### src/rtl/greenhouse_pkg.sv
// Shared types for the greenhouse actuator scheduler: FSM state encoding,
// channel indices and act_code helpers.
package greenhouse_pkg;

  localparam int N_CH = 6;

  typedef enum logic [1:0] {
    ST_IDLE  = 2'd0,
    ST_RUN   = 2'd1,
    ST_GUARD = 2'd2
  } gh_state_t;

  // Channel index doubles as priority rank: higher index wins.
  typedef enum logic [2:0] {
    CH_NUTRI = 3'd0,
    CH_WATER = 3'd1,
    CH_TEMP  = 3'd2,
    CH_SPRAY = 3'd3,
    CH_FLUSH = 3'd4,
    CH_GAS   = 3'd5
  } gh_ch_t;

  localparam logic [2:0] ACT_NONE = 3'd0;

  function automatic logic [2:0] act_code_of(input logic [2:0] idx);
    return idx + 3'd1;
  endfunction

  function automatic logic [N_CH-1:0] onehot_of(input logic [2:0] idx);
    return 6'd1 << idx;
  endfunction

endpackage

### src/rtl/gh_prio_enc.sv
// Fixed-priority encoder: highest set bit of the masked request vector wins.
module gh_prio_enc
  import greenhouse_pkg::*;
(
  input  logic [N_CH-1:0] req_masked,
  output logic            valid,
  output logic [2:0]      idx
);

  always_comb begin
    valid = |req_masked;
    idx   = 3'd0;
    for (int i = 0; i < N_CH; i++) begin
      if (req_masked[i]) idx = 3'(i);
    end
  end

endmodule

### src/rtl/greenhouse_actuator_scheduler.sv
// One-at-a-time actuator grant with minimum dwell, all-off guard and gas pre-emption.
// Optional continuous-on watchdog with per-channel lockout: GH_MAX_ON_TIMEOUT_EN.
//
// state | meaning
// IDLE  | no grant, arbitrate eligible requests every cycle
// RUN   | one actuator granted, dwell counting, watching for release
// GUARD | all actuators off for GUARD_CYC cycles, then re-arbitrate
module greenhouse_actuator_scheduler
  import greenhouse_pkg::*;
#(
  parameter int DWELL_CYC = 16,
  parameter int GUARD_CYC = 4
`ifdef GH_MAX_ON_TIMEOUT_EN
  ,
  parameter int MAX_ON_CYC = 1024
`endif
) (
  input  logic            clk,
  input  logic            reset_n,
  input  logic            en,
  input  logic [N_CH-1:0] req,
  output logic [N_CH-1:0] A,
  output logic [2:0]      act_code,
  output logic            busy,
  output logic            timeout_flag
);

  localparam int DW_W = $clog2(DWELL_CYC + 1);
  localparam int GD_W = $clog2(GUARD_CYC + 1);

  gh_state_t       state;
  logic [2:0]      cur;
  logic [DW_W-1:0] dwell_cnt;
  logic [GD_W-1:0] guard_cnt;
  logic [N_CH-1:0] lock;
  logic [N_CH-1:0] elig;
  logic [N_CH-1:0] higher;
  logic            dwell_ok;
  logic            guard_done;
  logic            rel;
  logic            release_now;
  logic            win_valid;
  logic [2:0]      win_idx;

`ifdef GH_MAX_ON_TIMEOUT_EN
  localparam int ON_W = $clog2(MAX_ON_CYC + 1);
  logic [ON_W-1:0] on_cnt;
  logic            wd_hit;
  assign wd_hit = (on_cnt >= ON_W'(MAX_ON_CYC - 1));
`else
  assign lock         = '0;
  assign timeout_flag = 1'b0;
`endif

  always_comb begin
    elig       = req & (en ? 6'h3F : 6'h20) & ~lock;
    higher     = elig & ~((6'd1 << (cur + 3'd1)) - 6'd1);
    dwell_ok   = (dwell_cnt >= DW_W'(DWELL_CYC - 1));
    guard_done = (guard_cnt >= GD_W'(GUARD_CYC - 1));
    // Gas bypasses dwell; every other release reason waits for it.
    rel = (!req[cur] && dwell_ok)
       || ((|higher) && dwell_ok)
       || (elig[CH_GAS] && (cur != CH_GAS))
       || (!en && (cur != CH_GAS) && dwell_ok);
`ifdef GH_MAX_ON_TIMEOUT_EN
    release_now = rel || wd_hit;
`else
    release_now = rel;
`endif
  end

  gh_prio_enc u_prio_enc (
    .req_masked(elig),
    .valid     (win_valid),
    .idx       (win_idx)
  );

  always_ff @(posedge clk or negedge reset_n) begin
    if (!reset_n) begin
      state     <= ST_IDLE;
      cur       <= 3'd0;
      A         <= '0;
      act_code  <= ACT_NONE;
      busy      <= 1'b0;
      dwell_cnt <= '0;
      guard_cnt <= '0;
`ifdef GH_MAX_ON_TIMEOUT_EN
      on_cnt       <= '0;
      lock         <= '0;
      timeout_flag <= 1'b0;
`endif
    end else begin
`ifdef GH_MAX_ON_TIMEOUT_EN
      // A locked channel stays locked until its request is seen low.
      lock <= (lock & req) | ((state == ST_RUN && wd_hit) ? onehot_of(cur) : 6'd0);
      if (state == ST_RUN && wd_hit) timeout_flag <= 1'b1;
`endif
      case (state)
        ST_RUN: begin
          if (release_now) begin
            state     <= ST_GUARD;
            A         <= '0;
            act_code  <= ACT_NONE;
            guard_cnt <= '0;
          end else begin
            if (dwell_cnt != DW_W'(DWELL_CYC)) dwell_cnt <= dwell_cnt + DW_W'(1);
`ifdef GH_MAX_ON_TIMEOUT_EN
            if (on_cnt != ON_W'(MAX_ON_CYC)) on_cnt <= on_cnt + ON_W'(1);
`endif
          end
        end
        default: begin
          if (state == ST_GUARD && !guard_done) begin
            if (guard_cnt != GD_W'(GUARD_CYC)) guard_cnt <= guard_cnt + GD_W'(1);
          end else if (win_valid) begin
            state     <= ST_RUN;
            cur       <= win_idx;
            A         <= onehot_of(win_idx);
            act_code  <= act_code_of(win_idx);
            busy      <= 1'b1;
            dwell_cnt <= '0;
`ifdef GH_MAX_ON_TIMEOUT_EN
            on_cnt <= '0;
`endif
          end else begin
            state <= ST_IDLE;
            busy  <= 1'b0;
          end
        end
      endcase
    end
  end

endmodule
### config.mk
export PLATFORM = sky130hd
export DESIGN_NAME = greenhouse_actuator_scheduler
export DESIGN_NICKNAME = d
export VERILOG_FILES = /design/src/rtl/greenhouse_pkg.sv /design/src/rtl/gh_prio_enc.sv /design/src/rtl/greenhouse_actuator_scheduler.sv
export SDC_FILE = /design/constraint.sdc
export NUM_CORES = 1
export LEC_CHECK = 0
export CAP_MARGIN = 20
export CORE_UTILIZATION = 30
export CTS_BUF_LIST = sky130_fd_sc_hd__clkbuf_8 sky130_fd_sc_hd__clkbuf_16
export DETAILED_ROUTE_END_ITERATION = 10
export SYNTH_ARGS = -nofsm -noshare
export SYNTH_HDL_FRONTEND = slang
export SYNTH_SLANG_ARGS = --single-unit
### constraint.sdc
create_clock -name clk -period 3.48 [get_ports clk]
set_clock_uncertainty 0.05 [all_clocks]
set_input_delay 0.522 -clock clk [delete_from_list [all_inputs] [get_ports clk]]
set_output_delay 0.522 -clock clk [all_outputs]
set_load 0.01 [all_outputs]
==> results.txt, run 1 <==
Critical Path Max Stage Delay: 0.45 ns
Post-synth ARST share: 100%
cts hold-fix bufs: 0
dpl cells: 257
Layout Cells excl Fill: 261
VDD IR max: 258 µV
crit path capture type: flip-flop
Starting Density: 32.1%
Chip Height: 76.9 µm
clock network power share: 11.4%
via count: 1307
Post-synth top cells: dfrtp_1 (23), nand2_1 (15), ha_1 (14)
vias in the first global route: 1256
Iter 0 DRT Violations: 65
Cell variety after synth: 61
crit path from: cur[0]
synthesized net count: 193
I/O pins: 20
synthesized area: 1680 µm²
Mapped Cells: 170
HP Class: reg2reg
largest net degree at the start of global routing: 24
FF-to-FF setup slack: 0.27 ns
Power Density: 721 nW/µm²
Switching Fraction: 42.6%
Top delay family on crit path: compound AO/OA/AOI/OAI gates
Final Cell Area: 1990 µm²
ant diodes: 0
Clock transition at path regs: 0.08 ns
DR pass1 iterations: 4
dpl cell area: 1940 µm²
first-pass GRT wire length: 6240 µm
Core Footprint: 5240 µm²
Slew @ Worst Pin: 0.777 ns
worst flop-to-flop path endpoint: A[4]
fin. max-slew vios: 0
yosys warns: 0
RSZ-0062 raised after global routing: false
number of hold violations in the final report: 0
top_reg_cell synth: dfrtp_1
total wire length: 3680 µm
CTS Root Cell: clkbuf_8
Synth top area share: 34.2%
fmax: 312 MHz
TritonCTS clock tree: done
status: completed
Synth Register Bits: 23
share of post-route cells with drive strength above 1: 14.1%
Setup Fix Bufs, Post-CTS: 0
internal power: 823 µW
max cap viols: 0
Core Util, Final: 38.0%
Worst Setup EP: A[4]
Die W: 76.9 µm
Finish-stage setup viols: 0
worst-path cell chain: and2_2 > ha_1 > nor2b_1 > nand2b_1 > ha_1 > a22oi_1 > o211ai_2 > a2111oi_4 > a31oi_4 > o311ai_4 > a22o_1
Die ar.: 5910 µm²
CP Depth: 11
cts repair resizes: 0
clock latency on the worst-skew pair: 0.26 ns
post-synthesis sequential area ratio: 34.2%
CTS Buf Count: 3
CP startpoint kind: flip-flop
worst path required time: 3.63 ns
Most common cell on crit path: ha_1
most instantiated library cell after synthesis: dfrtp_1
PortBufs: 18
Residual DRC: 0
RR Startpoint: cur[0]
Setup WS pre-CTS: 0.293 ns
Via density: 5.01
Worst path slowest cell: o311ai_4
DP Wirelength: 2700 µm
worst relative slew slack: 48.2%
post-route setup slack: 0.272 ns
synth-to-layout area growth: 18.2%
WS Path Type: reg2reg
largest cells by area after synthesis: dfrtp_1 (34%), ha_1 (10%), nand2_1 (3.3%)
post-route minimum period: 3.21 ns
EDFF count, synth: 0
H-tree depth: 1
fin nets: 215
WP data arrival: 3.36 ns
Rows: 26
Avg WL per Cell: 14.1 µm
Max clock buf depth: 2
Yosys top cell by area: dfrtp_1
initial antenna violation count: 0
Final period util: 92.2%
Tot GR Track Use: 12.8%
Bufs and invs on worst path: 0
Routability Congestion: 0.878
Final ANT Viol Nets: 0
sw power: 610 µW
Comb pwr share: 59.3%
Final TNS setup: 0 ns
Leak: 0.000864 µW
Seq pwr share: 29.3%
GRT overflow: 0
critical path fanouts, max: 9
Clock Sinks: 23
average size of a mapped cell: 9.89 µm²
Reg2Reg Depth: 11
[power by group through the flow]
stage               clock network (µW)  logic (µW)  registers [µW]
finish                             164         849             419
global route                       179         938             432
CTS                                170         854             420
detailed placement                   0         851             423
global placement                     0         843             424
floorplan                            0         608             434
[stage by stage]
| stage | power, µW | hold WS [ns] |
|---|---|---|
| floorplan | 1040 | 0.176 |
| global placement | 1270 | 0.417 |
| detailed placement | 1270 | 0.427 |
| CTS | 1440 | 0.448 |
| global route | 1550 | 0.472 |
| finish | 1430 | 0.439 |
[how the worst min path moves through the flow]
| stage | startpoint | end | slack, ns | cells after the start |
|---|---|---|---|---|
| floorplan | reset_n | A[0] | 0.18 | 0 |
| finish | busy | busy | 0.44 | 2 |
| global placement | busy | busy | 0.42 | 2 |
| global route | guard_cnt[0] | guard_cnt[0] | 0.47 | 1 |
| detailed placement | busy | busy | 0.43 | 2 |
| CTS | busy | busy | 0.45 | 2 |
[layer usage]
layer | vias up | part of all wire [%] | global-route usage (%)
li1 | 659 | - | -
met4 | 0 | 0.35 | 1.73
met1 | 626 | 54 | 19.8
met3 | 2 | 2.9 | 2.02
met5 | - | 0 | 0
met2 | 20 | 43 | 18.9
[sequential cells by signal, indices dropped and copies added (netlist names)]
register,count
guard_cnt,3
cur,3
act_code,3
busy,1
dwell_cnt,5
A,6
state,2
[logic make-up (layout without fill, tap and decap cells)]
| kind of cell | Yosys count | in the layout | share of synthesized area, % |
|---|---|---|---|
| mux | 6 | 6 | 3.65 |
| xor+xnor | 4 | 4 | 2.08 |
| simple gates | 60 | 60 | 20.1 |
| compound gates | 42 | 42 | 23.4 |
| fa+ha+maj | 14 | 14 | 10.4 |
| flops | 23 | 23 | 34.2 |
| other cells | 1 | 1 | 0.223 |
| buf+inv | 20 | 41 | 5.95 |
[tightest hold or removal path, cell delays in order, from the launching register on]
cell     delay, ns
dfrtp_1       0.35
nand2_1       0.05
nand2_1       0.06
[layout by cell type (no fill, tap or decap), types with 3 or more instances in the layout]
cell type / synthesis / routed
clkbuf_8: 0 / 3
dfrtp_1: 23 / 23
nand3_1: 5 / 5
xnor2_1: 3 / 3
ha_1: 14 / 14
a21oi_1: 5 / 5
nor2b_1: 4 / 4
inv_1: 13 / 14
o21ai_0: 3 / 3
clkdlybuf4s50_1: 0 / 18
nor2_1: 9 / 9
o2bb2ai_1: 3 / 3
buf_4: 1 / 6
a32o_1: 3 / 3
nand2_1: 15 / 15
mux2i_1: 5 / 5
nor4_1: 3 / 3
a22oi_1: 3 / 3
a22o_1: 4 / 4
[layout make-up]
cell class	instances	area [µm²]
tap	70	87.6
timing repair buffer	24	225
multi-input combinational	127	1010
sequential	23	576
inverter	13	48.8
fill	529	3250
clock inverter	1	3.75
clock buffer	3	41.3
Power figures use the tool's default switching activity.
==> inputs of run 2 (changes only) <==
--- a/config.mk
+++ b/config.mk
@@ -6,9 +6,14 @@
 export NUM_CORES = 1
 export LEC_CHECK = 0
 export CAP_MARGIN = 20
+export CELL_PAD_IN_SITES_DETAIL_PLACEMENT = 1
+export CELL_PAD_IN_SITES_GLOBAL_PLACEMENT = 1
 export CORE_UTILIZATION = 30
 export CTS_BUF_LIST = sky130_fd_sc_hd__clkbuf_8 sky130_fd_sc_hd__clkbuf_16
 export DETAILED_ROUTE_END_ITERATION = 10
+export HOLD_SLACK_MARGIN = 0.15
+export PLACE_DENSITY_LB_ADDON = 0.1
+export SLEW_MARGIN = 20
 export SYNTH_ARGS = -nofsm -noshare
 export SYNTH_HDL_FRONTEND = slang
 export SYNTH_SLANG_ARGS = --single-unit
==> run 2 against run 1 <==
Compared with the run above: sequential power is essentially flat; power grew 5.4%; setup slack lost 0.041 ns; first-iteration DRC count shrank 29%.
==> results.txt, run 2 (same netlist as run 1, synthesis figures left out) <==
fmax: 308 MHz
Iter 0 DRT Violations: 46
post-route setup slack: 0.231 ns
share of post-route cells with drive strength above 1: 15.5%
HP Class: reg2reg
critical path fanouts, max: 9
Finish-stage setup viols: 0
Clock transition at path regs: 0.09 ns
Final Cell Area: 2020 µm²
Power Density: 748 nW/µm²
crit path capture type: flip-flop
TritonCTS clock tree: done
Core Footprint: 5240 µm²
Final ANT Viol Nets: 0
number of hold violations in the final report: 0
vias in the first global route: 1539
Chip Height: 76.9 µm
CTS Root Cell: clkbuf_8
first-pass GRT wire length: 7760 µm
total wire length: 4420 µm
Slew @ Worst Pin: 0.741 ns
VDD IR max: 288 µV
dpl cell area: 1950 µm²
Top reg by flops: A
post-route minimum period: 3.25 ns
Core Util, Final: 38.5%
Tot GR Track Use: 16.2%
Routability Congestion: 0.880
most common cell after layout, fill and taps aside: dfrtp_1
Via density: 5.30
cts repair resizes: 0
FF-to-FF setup slack: 0.23 ns
Regs by FF count: A (6), dwell_cnt (5)
Die ar.: 5910 µm²
DP Wirelength: 3300 µm
Max clock buf depth: 2
Setup WS pre-CTS: 0.229 ns
most frequent cells in the layout: dfrtp_1 (23), clkdlybuf4s50_1 (18), nand2_1 (15), ha_1 (14), inv_1 (13)
clock latency on the worst-skew pair: 0.27 ns
Clock Sinks: 23
WS Path Type: reg2reg
largest net degree at the start of global routing: 24
H-tree depth: 1
worst path required time: 3.59 ns
DR pass1 iterations: 4
Avg WL per Cell: 16.8 µm
Residual DRC: 0
Final TNS setup: 0 ns
Final period util: 93.4%
worst relative slew slack: 50.6%
RSZ-0062 raised after global routing: false
GRT overflow: 0
PortBufs: 18
cts hold-fix bufs: 0
Rows: 26
fin. max-slew vios: 0
I/O pins: 20
CP startpoint kind: flip-flop
Leak: 0.000877 µW
filler cell count: 611
initial antenna violation count: 0
WP data arrival: 3.36 ns
Die W: 76.9 µm
status: completed
synth-to-layout area growth: 19.9%
Starting Density: 32.1%
max reg flops: 6
max cap viols: 0
fin nets: 217
Setup Fix Bufs, Post-CTS: 0
ant diodes: 0
via count: 1394
CTS Buf Count: 3
==> run 2: area by class of cell <==
| cell class | count | area [µm²] | area share [%] |
|---|---|---|---|
| Clock inverter | 1 | 5.00 | 0.248 |
| Sequential cell | 23 | 576 | 28.5 |
| Clock buffer | 3 | 41.3 | 2.05 |
| Multi-Input combinational cell | 127 | 1010 | 49.9 |
| Tap cell | 70 | 87.6 | 4.34 |
| Inverter | 13 | 48.8 | 2.42 |
| Timing Repair Buffer | 26 | 253 | 12.5 |
==> run 2: path summary, 6_finish.rpt <==
kind,start,endpoint,depth (start not counted)
worst max register to register,cur[0],guard_cnt[1],11
worst min register to register,act_code[2],act_code[2],1
max in group asynchronous,reset_n,dwell_cnt[4],2
worst min-delay path,act_code[2],act_code[2],1
worst max-delay path,cur[0],guard_cnt[1],11
min in group asynchronous,reset_n,A[2],2
==> run 2: where the power goes <==
part | switching [µW] | total, µW | internal [µW]
logic | 499 | 918 | 420
registers | 59.5 | 417 | 357
clock network | 94.0 | 174 | 80.1
==> run 2: layer usage <==
| metal | vias up | wire (µm) | GRT usage [%] |
|---|---|---|---|
| met5 | - | 0 | 0 |
| met2 | 17 | 2100 | 28.0 |
| li1 | 672 | - | - |
| met3 | 5 | 80 | 1.67 |
| met1 | 700 | 2190 | 21.5 |
| met4 | 0 | 49 | 4.04 |
==> run 2: critical path: stages (launching register included) <==
cell	delay (ns)
dfrtp_1	0.38
and2_2	0.20
ha_1	0.34
nor2b_1	0.24
nand2b_1	0.09
ha_1	0.27
a22oi_1	0.17
o211ai_2	0.13
a2111oi_4	0.38
a31oi_4	0.23
or2_4	0.33
a221oi_1	0.32
==> run 2: per-stage QoR <==
stage | hold slack (ns) | power [µW] | std cells
after floorplan | 0.176 | 1040 | 170
after global placement | 0.414 | 1270 | 258
after detailed placement | 0.431 | 1310 | 258
after CTS | 0.457 | 1490 | 262
after global routing | 0.470 | 1640 | 263
final | 0.455 | 1510 | 263
